File: src/rtl/audio_seq_pkg.sv
// Shared constants for the audio sample sequencer: register map, STATUS/CTRL bit positions, state encoding.
package audio_seq_pkg;

  localparam logic [15:0] ADDR_DATA   = 16'h0000;
  localparam logic [15:0] ADDR_DIV    = 16'h0004;
  localparam logic [15:0] ADDR_CTRL   = 16'h0008;
  localparam logic [15:0] ADDR_THRESH = 16'h000C;

  localparam int STAT_EMPTY_BIT = 8;
  localparam int STAT_FULL_BIT  = 9;
  localparam int STAT_OVF_BIT   = 10;
  localparam int STAT_UND_BIT   = 11;
  localparam int STAT_STATE_LSB = 12;

  localparam int CTRL_ENABLE_BIT = 0;
  localparam int CTRL_FLUSH_BIT  = 1;
  localparam int CTRL_CLR_BIT    = 2;

  localparam logic [7:0] PCM_MIDSCALE = 8'h80;
  localparam logic [7:0] THRESH_RESET = 8'd4;

  typedef enum logic [1:0] {
    ST_IDLE     = 2'b00,
    ST_RUN      = 2'b01,
    ST_UNDERRUN = 2'b10
  } seq_state_e;

endpackage

File: src/rtl/audio_seq_fifo.sv
// Sample FIFO with registered read port; the read register doubles as the held PCM output value.
module audio_seq_fifo #(
  parameter int         DEPTH      = 16,
  parameter logic [7:0] RESET_DATA = 8'h80,
  localparam int        AW         = $clog2(DEPTH)
) (
  input  logic        clk,
  input  logic        reset,
  input  logic        push,
  input  logic        pop,
  input  logic        flush,
  input  logic [7:0]  wr_data,
  output logic [7:0]  rd_data,
  output logic [AW:0] level,
  output logic        empty,
  output logic        full
);

  logic [7:0]    mem [DEPTH];
  logic [AW-1:0] wr_ptr_q, wr_ptr_d, rd_ptr_q, rd_ptr_d;
  logic [AW:0]   level_q, level_d;
  logic [7:0]    rd_data_q;
  logic          do_push, do_pop;

  assign empty   = (level_q == '0);
  assign full    = (level_q == (AW+1)'(DEPTH));
  assign level   = level_q;
  assign rd_data = rd_data_q;

  // A pop frees the slot a same-cycle push needs, so a full FIFO still accepts it.
  always_comb begin
    do_pop  = pop && !empty && !flush;
    do_push = push && (!full || do_pop) && !flush;
    if (flush) begin
      wr_ptr_d = '0;
      rd_ptr_d = '0;
      level_d  = '0;
    end else begin
      wr_ptr_d = wr_ptr_q + AW'(do_push);
      rd_ptr_d = rd_ptr_q + AW'(do_pop);
      level_d  = level_q + (AW+1)'(do_push) - (AW+1)'(do_pop);
    end
  end

  always_ff @(posedge clk) begin
    if (do_push) mem[wr_ptr_q] <= wr_data;
  end

  always_ff @(posedge clk or posedge reset) begin
    if (reset) begin
      wr_ptr_q  <= '0;
      rd_ptr_q  <= '0;
      level_q   <= '0;
      rd_data_q <= RESET_DATA;
    end else begin
      wr_ptr_q <= wr_ptr_d;
      rd_ptr_q <= rd_ptr_d;
      level_q  <= level_d;
      if (do_pop) rd_data_q <= mem[rd_ptr_q];
    end
  end

endmodule

File: src/rtl/audio_sample_sequencer.sv
// Register-programmed sample sequencer feeding a PWM datapath at a divided sample rate.
// Define AUDIO_SEQ_IRQ_EN to add the level/underrun interrupt and the THRESH register.
module audio_sample_sequencer
  import audio_seq_pkg::*;
#(
  parameter int FIFO_DEPTH = 16,
  parameter int DIV_RESET  = 2499
) (
  input  logic        clk,
  input  logic        reset,
  input  logic [3:0]  ctrl_wr,
  input  logic        ctrl_rd,
  input  logic [15:0] ctrl_addr,
  input  logic [31:0] ctrl_wdat,
  output logic [31:0] ctrl_rdat,
  output logic        ctrl_done,
  output logic [7:0]  pcm_data,
`ifdef AUDIO_SEQ_IRQ_EN
  output logic        irq,
`endif
  output logic        pcm_valid
);

  localparam int AW = $clog2(FIFO_DEPTH);

  seq_state_e  state_q, state_d;
  logic [15:0] div_q, div_d, cnt_q, cnt_d;
  logic        enable_q, enable_d, ovf_q, ovf_d, und_q, und_d;
  logic        done_q, done_d, valid_q, valid_d;
  logic [31:0] rdat_q, rdat_d;
  logic        access, wr_en, rd_en, ctrl_hit, push, pop, flush, clr_flags, tick;
  logic [AW:0] level;
  logic [7:0]  level8;
  logic        empty, full;
  logic [31:0] status, rd_val;
  logic        unused_wdat;
`ifdef AUDIO_SEQ_IRQ_EN
  logic [7:0]  thresh_q, thresh_d;
  logic        irq_q, irq_d;
  assign irq = irq_q;
`endif

  assign unused_wdat = ^ctrl_wdat[31:16];
  assign level8      = 8'(level);
  assign ctrl_rdat   = rdat_q;
  assign ctrl_done   = done_q;
  assign pcm_valid   = valid_q;

  audio_seq_fifo #(.DEPTH(FIFO_DEPTH), .RESET_DATA(PCM_MIDSCALE)) u_fifo (
    .clk     (clk),
    .reset   (reset),
    .push    (push),
    .pop     (pop),
    .flush   (flush),
    .wr_data (ctrl_wdat[7:0]),
    .rd_data (pcm_data),
    .level   (level),
    .empty   (empty),
    .full    (full)
  );

  // An access is only taken while done is low, which enforces the idle cycle after each ack.
  always_comb begin
    access    = ((|ctrl_wr) || ctrl_rd) && !done_q;
    wr_en     = access && (|ctrl_wr);
    rd_en     = access && ctrl_rd && !(|ctrl_wr);
    push      = wr_en && (ctrl_addr == ADDR_DATA);
    ctrl_hit  = wr_en && (ctrl_addr == ADDR_CTRL) && ctrl_wr[0];
    flush     = ctrl_hit && ctrl_wdat[CTRL_FLUSH_BIT];
    clr_flags = ctrl_hit && ctrl_wdat[CTRL_CLR_BIT];
    tick      = enable_q && (state_q != ST_IDLE) && (cnt_q == '0);
    pop       = tick && !empty && !flush;
  end

  always_comb begin
    status                          = '0;
    status[7:0]                     = level8;
    status[STAT_EMPTY_BIT]          = empty;
    status[STAT_FULL_BIT]           = full;
    status[STAT_OVF_BIT]            = ovf_q;
    status[STAT_UND_BIT]            = und_q;
    status[STAT_STATE_LSB +: 2]     = state_q;
    rd_val = '0;
    case (ctrl_addr)
      ADDR_DATA: rd_val = status;
      ADDR_DIV:  rd_val = {16'h0000, div_q};
      ADDR_CTRL: rd_val[CTRL_ENABLE_BIT] = enable_q;
`ifdef AUDIO_SEQ_IRQ_EN
      ADDR_THRESH: rd_val = {24'h0, thresh_q};
`endif
      default: rd_val = '0;
    endcase
  end

  always_comb begin
    done_d   = access;
    rdat_d   = rd_en ? rd_val : '0;
    valid_d  = pop;
    div_d    = div_q;
    enable_d = enable_q;
    if (wr_en && (ctrl_addr == ADDR_DIV)) begin
      if (ctrl_wr[0]) div_d[7:0]  = ctrl_wdat[7:0];
      if (ctrl_wr[1]) div_d[15:8] = ctrl_wdat[15:8];
    end
    if (ctrl_hit) enable_d = ctrl_wdat[CTRL_ENABLE_BIT];

    // Counter idles at DIV so the first RUN tick comes a full period after enable.
    if (!enable_q || state_q == ST_IDLE || cnt_q == '0) cnt_d = div_q;
    else cnt_d = cnt_q - 16'd1;

    ovf_d = clr_flags ? 1'b0 : ovf_q;
    und_d = clr_flags ? 1'b0 : und_q;
    if (push && full && !pop) ovf_d = 1'b1;

    state_d = state_q;
    if (!enable_q) begin
      state_d = ST_IDLE;
    end else begin
      case (state_q)
        ST_IDLE: state_d = ST_RUN;
        ST_RUN: begin
          if (tick && empty) begin
            state_d = ST_UNDERRUN;
            und_d   = 1'b1;
          end
        end
        ST_UNDERRUN: if (pop) state_d = ST_RUN;
        default: state_d = ST_IDLE;
      endcase
    end
  end

`ifdef AUDIO_SEQ_IRQ_EN
  always_comb begin
    thresh_d = thresh_q;
    if (wr_en && (ctrl_addr == ADDR_THRESH) && ctrl_wr[0]) thresh_d = ctrl_wdat[7:0];
    irq_d = enable_q && ((level8 <= thresh_q) || und_q);
  end

  always_ff @(posedge clk or posedge reset) begin
    if (reset) begin
      thresh_q <= THRESH_RESET;
      irq_q    <= 1'b0;
    end else begin
      thresh_q <= thresh_d;
      irq_q    <= irq_d;
    end
  end
`endif

  always_ff @(posedge clk or posedge reset) begin
    if (reset) begin
      state_q  <= ST_IDLE;
      div_q    <= 16'(DIV_RESET);
      cnt_q    <= 16'(DIV_RESET);
      enable_q <= 1'b0;
      ovf_q    <= 1'b0;
      und_q    <= 1'b0;
      done_q   <= 1'b0;
      rdat_q   <= '0;
      valid_q  <= 1'b0;
    end else begin
      state_q  <= state_d;
      div_q    <= div_d;
      cnt_q    <= cnt_d;
      enable_q <= enable_d;
      ovf_q    <= ovf_d;
      und_q    <= und_d;
      done_q   <= done_d;
      rdat_q   <= rdat_d;
      valid_q  <= valid_d;
    end
  end

endmodule

File: config.mk
export PLATFORM = sky130hd
export DESIGN_NAME = audio_sample_sequencer
export DESIGN_NICKNAME = d
export VERILOG_FILES = /design/src/rtl/audio_seq_pkg.sv /design/src/rtl/audio_seq_fifo.sv /design/src/rtl/audio_sample_sequencer.sv
export SDC_FILE = /design/constraint.sdc
export NUM_CORES = 1
export LEC_CHECK = 0
export ABC_CLOCK_PERIOD_IN_PS = 4450
export CORE_UTILIZATION = 50
export DETAILED_ROUTE_END_ITERATION = 10
export PLACE_DENSITY = 0.82
export SLEW_MARGIN = 20
export SYNTH_ARGS = -nofsm -noshare
export SYNTH_HDL_FRONTEND = slang
export SYNTH_SLANG_ARGS = --single-unit
File: constraint.sdc
create_clock -name clk -period 4.45 [get_ports clk]
set_clock_uncertainty 0.05 [all_clocks]
set_input_delay 0.89 -clock clk [delete_from_list [all_inputs] [get_ports clk]]
set_output_delay 0.89 -clock clk [all_outputs]
set_load 0.005 [all_outputs]
## Yosys cells after proc, flatten, opt, wreduce, memory -nomap -nowiden

Memory sizes are Yosys's and may differ from the RTL's. A register that Yosys moved wholly into a read port is not among the register bits.
Index checks and enable logic that the tools add are counted.

| word-level totals | value |
|---|---|
| memories kept | 1 |
| logic and storage cells | 87 |
| input port bits | 55 |
| output and inout port bits | 42 |
| bits in registers | 84 |
| RAM bits | 128 |

Memory list:

| memory | words | bits a word | read ports | clocked after Yosys merged registers in | write ports | line | text |
|---|---|---|---|---|---|---|---|
| u_fifo.mem | 16 | 8 | 1 | 1 | 1 | audio_seq_fifo.sv:19 | `logic [7:0] mem [DEPTH];` |

| cells by class | value |
|---|---|
| equal/unequal tests | 7 |
| add/subtract/negate cells | 5 |
| muxes and demuxes | 19 |
| reduce and logical (&&, ||, !) cells | 42 |

Operators by type and width:

| kind | count |
|---|---|
| 16-bit zero test | 2 |
| 32-bit 2-to-1 mux | 1 |
| 15-bit one-hot mux with 2 select lines | 1 |
| 1-bit logical AND | 21 |
| 16-bit by 3-bit equality test with 1-bit output (second input constant) | 1 |
| 16-bit by 4-bit equality test with 1-bit output (second input constant) | 1 |
| 16-bit 2-to-1 mux | 1 |
| 16-bit by 1-bit subtractor with 16-bit output (second input constant) | 1 |
| 4-bit by 1-bit adder with 4-bit output | 2 |
| 1-bit 2-to-1 mux | 8 |
| 4-bit 2-to-1 mux | 2 |
| 1-bit zero test | 7 |
| 2-bit 2-to-1 mux | 3 |
| 3-bit != test (second input constant) | 2 |
| 2-bit one-hot mux with 3 select lines | 1 |
| 2-bit AND reduction | 3 |
| 5-bit by 1-bit adder with 5-bit output | 1 |
| 5-bit equality test (second input constant) | 1 |
| 5-bit zero test | 1 |
| 5-bit 2-to-1 mux | 1 |
| 5-bit by 1-bit subtractor with 5-bit output | 1 |
| 1-bit logical OR | 4 |
| 2-bit nonzero test | 2 |
| 4-bit OR reduction | 1 |
| other kinds (4) | 4 |

## Logic depth before layout (Yosys ltp)

| logic depth | value |
|---|---|
| depth after elaboration | 17 |
| depth in mapped cells | 17 |
| mapped depth without buffers | 16 |

## Modules after synthesis

A second synthesis with hierarchy kept.

| unflattened totals | value |
|---|---|
| cells, all modules | 565 |
| area total of the unflattened synthesis | 8774.7 um^2 |

By module, submodules not included:

| module | cells each | sequential area each (um^2) | instances | area an instance (um^2) |
|---|---|---|---|---|
| audio_seq_fifo | 310 | 4370.4 | 1 | 6022.0 |
| audio_sample_sequencer | 255 | 1391.3 | 1 | 2752.6 |

## Worst setup path after synthesis

OpenSTA, ideal clock, no wires.

| timing | value |
|---|---|
| path kind | in2reg |
| start point | in ctrl_addr[0] |
| end point | reg u_fifo.level_q[4], in the netlist u_fifo.level[4] |
| arrival | 3.755 ns |
| data required time | 4.323 ns |
| buffers on the path | 1 |
| path slack | 0.568 ns |
| stages | 15 |
| library setup time | 0.077 ns |
| cells stage by stage | nor4_1 > nand4_1 > nor4b_2 > buf_2 > nor4b_1 > ha_1 > inv_1 > ha_1 > inv_1 > fa_1 > inv_1 > a21oi_1 > nor2_1 > or3_1 > a21oi_1 |

| on the way | value |
|---|---|
| longest elaborated chain between the ends | 14 |
| elaborated cells on any way between the ends | 16 |
| those cells by class | 2 x add/sub; 1 x eq/ne; 1 x mux; 12 x reduce/logical |

RTL lines:

| element | line | text |
|---|---|---|
| start: declaration | audio_sample_sequencer.sv:13 | `input logic [15:0] ctrl_addr,` |
| 16-bit by 4-bit equality test with 1-bit output | audio_sample_sequencer.sv:68 | `ctrl_hit = wr_en && (ctrl_addr == ADDR_CTRL) && ctrl_wr[0];` |
| 1-bit logical AND (2 in a row) | audio_sample_sequencer.sv:68 |  |
| 1-bit logical AND | audio_sample_sequencer.sv:69 | `flush = ctrl_hit && ctrl_wdat[CTRL_FLUSH_BIT];` |
| 1-bit zero test | audio_seq_fifo.sv:32, audio_seq_fifo.sv:33, audio_sample_sequencer.sv:72 |  |
| 1-bit logical AND | audio_sample_sequencer.sv:72 | `pop = tick && !empty && !flush;` |
| 1-bit logical AND (2 in a row) | audio_seq_fifo.sv:32 | `do_pop = pop && !empty && !flush;` |
| 1-bit logical OR | audio_seq_fifo.sv:33 | `do_push = push && (!full \|\| do_pop) && !flush;` |
| 1-bit logical AND (2 in a row) | audio_seq_fifo.sv:33 |  |
| 5-bit by 1-bit adder with 5-bit output | audio_seq_fifo.sv:41 | `level_d = level_q + (AW+1)'(do_push) - (AW+1)'(do_pop);` |
| 5-bit by 1-bit subtractor with 5-bit output | audio_seq_fifo.sv:41 |  |
| 5-bit 2-to-1 mux (*) | audio_seq_fifo.sv:34 | `if (flush) begin` |
| net u_fifo.level_d[4] | audio_seq_fifo.sv:21 | `logic [AW:0] level_q, level_d;` |
| end signal: assignment | audio_seq_fifo.sv:58 | `level_q <= level_d;` |
| end: declaration | audio_seq_fifo.sv:21 |  |

Mark *: on every way through the listed nets, which the timed path passes. The rest lies on a longest branch.
A chain may end at the register's enable or synchronous reset.

## Final worst setup path

Same ends and word-level chain as after synthesis.

==> summary.md <==
| Metric | Value |
|---|---|
| CP startpoint kind | `primary input` |
| Antenna Cells | `0` |
| Post-synth design cell area | `8660 µm²` |
| I/O Buffers | `64` |
| CTS max path bufs | `3` |
| Final Setup Violations | `0` |
| CP max stage cell | `nor4b_4` |
| Clk_lat worst skew | `0.49 ns` |
| Pin count of the biggest net entering global routing | `38` |
| Initial antenna violation count | `0` |
| CP Depth | `15` |
| Hpwl dp | `12.4 mm` |
| Ys flop type | `edfxtp_1` |
| Flop pwr share | `51.9%` |
| Via density | `5.83` |
| Yosys reg bits | `204` |
| Sink Count | `204` |
| Wirelength per Cell | `21.2 µm` |
| TritonCTS clock tree | `yes` |
| Area delta synth->final | `19.3%` |
| CTS root buffer | `clkbuf_16` |
| EDFF count, synth | `128` |
| Vias | `5089` |
| Worst path top cell family by delay | `simple AND/OR/NAND/NOR gates` |
| Layout Utilization | `61.7%` |
| Area leader, netlist | `edfxtp_1` |
| Critical path cell sequence | `clkdlybuf4s50_1 -> nor4_1 -> nand4_1 -> buf_4 -> nor4b_4 -> o31a_1 -> nor2_1 -> ha_1 -> inv_1 -> fa_1 -> inv_1 -> a21oi_1 -> nor2_1 -> or3_1 -> a21oi_1` |
| Top post-synthesis cells by area | `edfxtp_1, dfrtp_1, mux4_2, dfstp_2, mux2_2` |
| H-tree levels | `1` |
| Pwr per Cell Area | `381 nW/µm²` |
| Routed WL | `18.5 mm` |
| Synth warn | `0` |
| Post-CTS Repair Setup Buffers | `0` |
| Crit end category | `register` |
| Crit-path max cell delay | `0.46 ns` |
| Hold Path Depth | `1` |
| Die width | `134 µm` |
| Leak pwr | `3.88 nW` |
| Unrepaired setup endpoints after global routing | `no` |
| Max Cap Viol | `0` |
| Maximum VDD drop | `0.262 mV` |
| Status | `finished clean` |
| Final instance area | `10300 µm²` |
| Hold Crit Class | `reg -> reg` |
| Worst endpoint required time | `4.81 ns` |
| Unique masters post-synth | `58` |
| First-pass GRT wire length | `29.0 mm` |
| Fin Setup TNS | `0 ns` |
| DRC | `0` |
| Worst Max-Slew Pin Slew | `0.895 ns` |
| Initial DRC Count | `550` |
| Syn Area/Cell | `15.8 µm²` |
| Net switching power | `0.785 mW` |
| Core area | `16800 µm²` |
| Non-Filler Instances | `873` |
| Rows | `47` |
| Fin. Hold Viols | `0` |
| Top Ports | `97` |
| Starting Density | `51.7%` |
| Hold buffers post-CTS | `0` |
| Number of CTS-inserted buffers | `21` |
| Critical Path Start | `ctrl_addr[0]` |
| Die H | `134 µm` |
| Tmin final | `3.72 ns` |
| Remaining Overflow, GRT | `0` |
| Maximum clock frequency | `0.269 GHz` |
| R2r startpoint | `cnt_q[0]$_DFF_PP1_` |
| Startpoint of the worst hold path | `u_fifo.rd_data[2]$_DFFE_PP0N_` |
| Switching share of power | `19.9%` |
| Logic pwr share | `3.4%` |
| Final period util | `83.7%` |
| Critical path buffers and inverters | `4` |
| Post-synthesis async set-or-reset flop share | `37.3%` |
| Placed insts | `835` |
| Nets | `705` |
| Cell depth of the worst flop-to-flop path | `16` |
| Final Max Slew Viols | `0` |
| Worst Path Max Fanout | `6` |
| Internal power | `3.16 mW` |
| Placement-stage cell area | `9630 µm²` |
| Top cell type's share of synthesized area | `44.4%` |
| Arrival time worst endpoint | `4.09 ns` |
| Share of post-route cells with drive strength above 1 | `23.1%` |
| Worst Hold Slack | `0.459 ns` |
| Kind of critical path | `in -> reg` |
| Slew margin rel. | `40.1%` |
| Post_cts resized | `0` |
| Drt first pass iters | `7` |
| Gate Count Post-Synth | `547` |
| Worst-path clk slew | `0.06 ns` |
| Die area | `17900 µm²` |
| Register area share after synthesis | `66.5%` |
| Vias in the first global route | `5238` |
| Gr usage total | `21.5%` |
| Final Wtd Congestion | `0.818` |
| Clk pwr share | `44.7%` |
| DRT antenna net count | `0` |
-- final timing paths --
path / endpoint / slack, ns
worst min-delay path: u_fifo.rd_data[2]$_DFFE_PP0N_ / 0.46
worst max register to register: u_fifo.level[4]$_DFF_PP0_ / 0.74
worst max-delay path: u_fifo.level[4]$_DFF_PP0_ / 0.73
worst min register to register: u_fifo.rd_data[2]$_DFFE_PP0N_ / 0.46
min in group asynchronous: u_fifo.rd_data[3]$_DFFE_PP0N_ / 0.83
max in group asynchronous: cnt_q[7]$_DFF_PP1_ / 2.65
-- registers in the layout (all words and copies together) (netlist names), 2 cells and up --
| name | count |
|---|---|
| state_q | 2 |
| u_fifo.level | 5 |
| u_fifo.rd_ptr_q | 4 |
| u_fifo.rd_data | 8 |
| div_q | 16 |
| cnt_q | 16 |
| u_fifo.mem | 128 |
| ctrl_rdat | 16 |
| u_fifo.wr_ptr_q | 4 |
-- layout make-up --
cell class	count	area (µm²)
timing repair buffer	93	871
clock inverter	4	47.5
tap	220	275
inverter	13	48.8
clock buffer	34	656
multi-input combinational	305	2680
fill	1184	6420
sequential	204	5760
-- power groups by stage --
| stage | Sequential (mW) | Clock [mW] | Combinational (mW) |
|---|---|---|---|
| 2_1_floorplan | 2.08 | 0 | 0.0676 |
| 3_3_place_gp | 2.08 | 0 | 0.124 |
| 3_5_place_dp | 2.08 | 0 | 0.134 |
| 4_1_cts | 2.05 | 1.79 | 0.134 |
| 5_1_grt | 2.05 | 1.86 | 0.144 |
| 6_report | 2.05 | 1.76 | 0.134 |
-- kinds of logic after synthesis --
| kind of cell | share of synthesized area, % |
|---|---|
| AND/OR/NAND/NOR | 9.91 |
| flip-flops | 66.5 |
| buffers and inverters | 3.32 |
| AO/OA/AOI/OAI | 4.55 |
| other | 0.0433 |
| multiplexers | 11.8 |
| adder cells (fa/ha/maj) | 1.82 |
| XOR/XNOR | 2.02 |
-- cell usage after synthesis (3+ instances only) --
master    instances
a21oi_1          19
a22oi_1          26
and3_1            5
buf_2             8
buf_4            16
clkbuf_1         12
dfrtp_1          63
dfstp_2          13
edfxtp_1        128
ha_1             11
inv_1            13
mux2_2           26
mux4_2           32
nand2_1          16
nand2b_1          4
nand3_1           4
nor2_1           39
nor2b_1           9
nor3_1            9
nor3_2            3
nor3b_1           3
nor4_1           18
nor4_2            4
nor4b_1           3
xnor2_1          12
xor2_1            8
-- placed cells by master (no fill, tap or decap), types with 8 or more instances in the layout --
master,synthesis,final
xnor2_1,12,12
dfrtp_1,63,62
clkdlybuf4s50_1,0,64
inv_1,13,12
nor3_1,9,9
nand2_1,16,16
nor4_1,18,18
dfstp_2,13,13
nor2_1,39,39
mux2_2,26,26
edfxtp_1,128,128
buf_4,16,28
ha_1,11,11
conb_1,1,16
a22oi_1,26,26
nor2b_1,9,9
clkbuf_16,0,22
xor2_1,8,8
a21oi_1,19,19
mux4_2,32,32
-- routing by layer --
layer / wire [µm] / share of wire (%) / track usage [%] / vias up
met5: 0 / 0 / 0 / -
met1: 7300 / 40 / 27.6 / 2627
met2: 9890 / 54 / 38.1 / 183
met3: 913 / 4.9 / 3.42 / 31
li1: - / - / - / 2248
met4: 366 / 2.0 / 5.30 / 0
-- through the flow --
| step | setup slack, ns | power (mW) |
|---|---|---|
| 2_1_floorplan | 0.568 | 2.15 |
| 3_3_place_gp | 0.380 | 2.21 |
| 3_5_place_dp | 0.242 | 2.22 |
| 4_1_cts | 0.736 | 3.97 |
| 5_1_grt | 0.511 | 4.05 |
| 6_report | 0.727 | 3.94 |
-- worst register-to-register path, delay by kind of cell, from the launching register on --
family / cells / cell delay [ns]
compound gates: 2 / 0.13
fa+ha+maj: 4 / 1.08
buf+inv: 4 / 0.27
flops: 1 / 0.38
simple gates: 6 / 1.69
No activity file was read; power rests on OpenSTA's default activity.
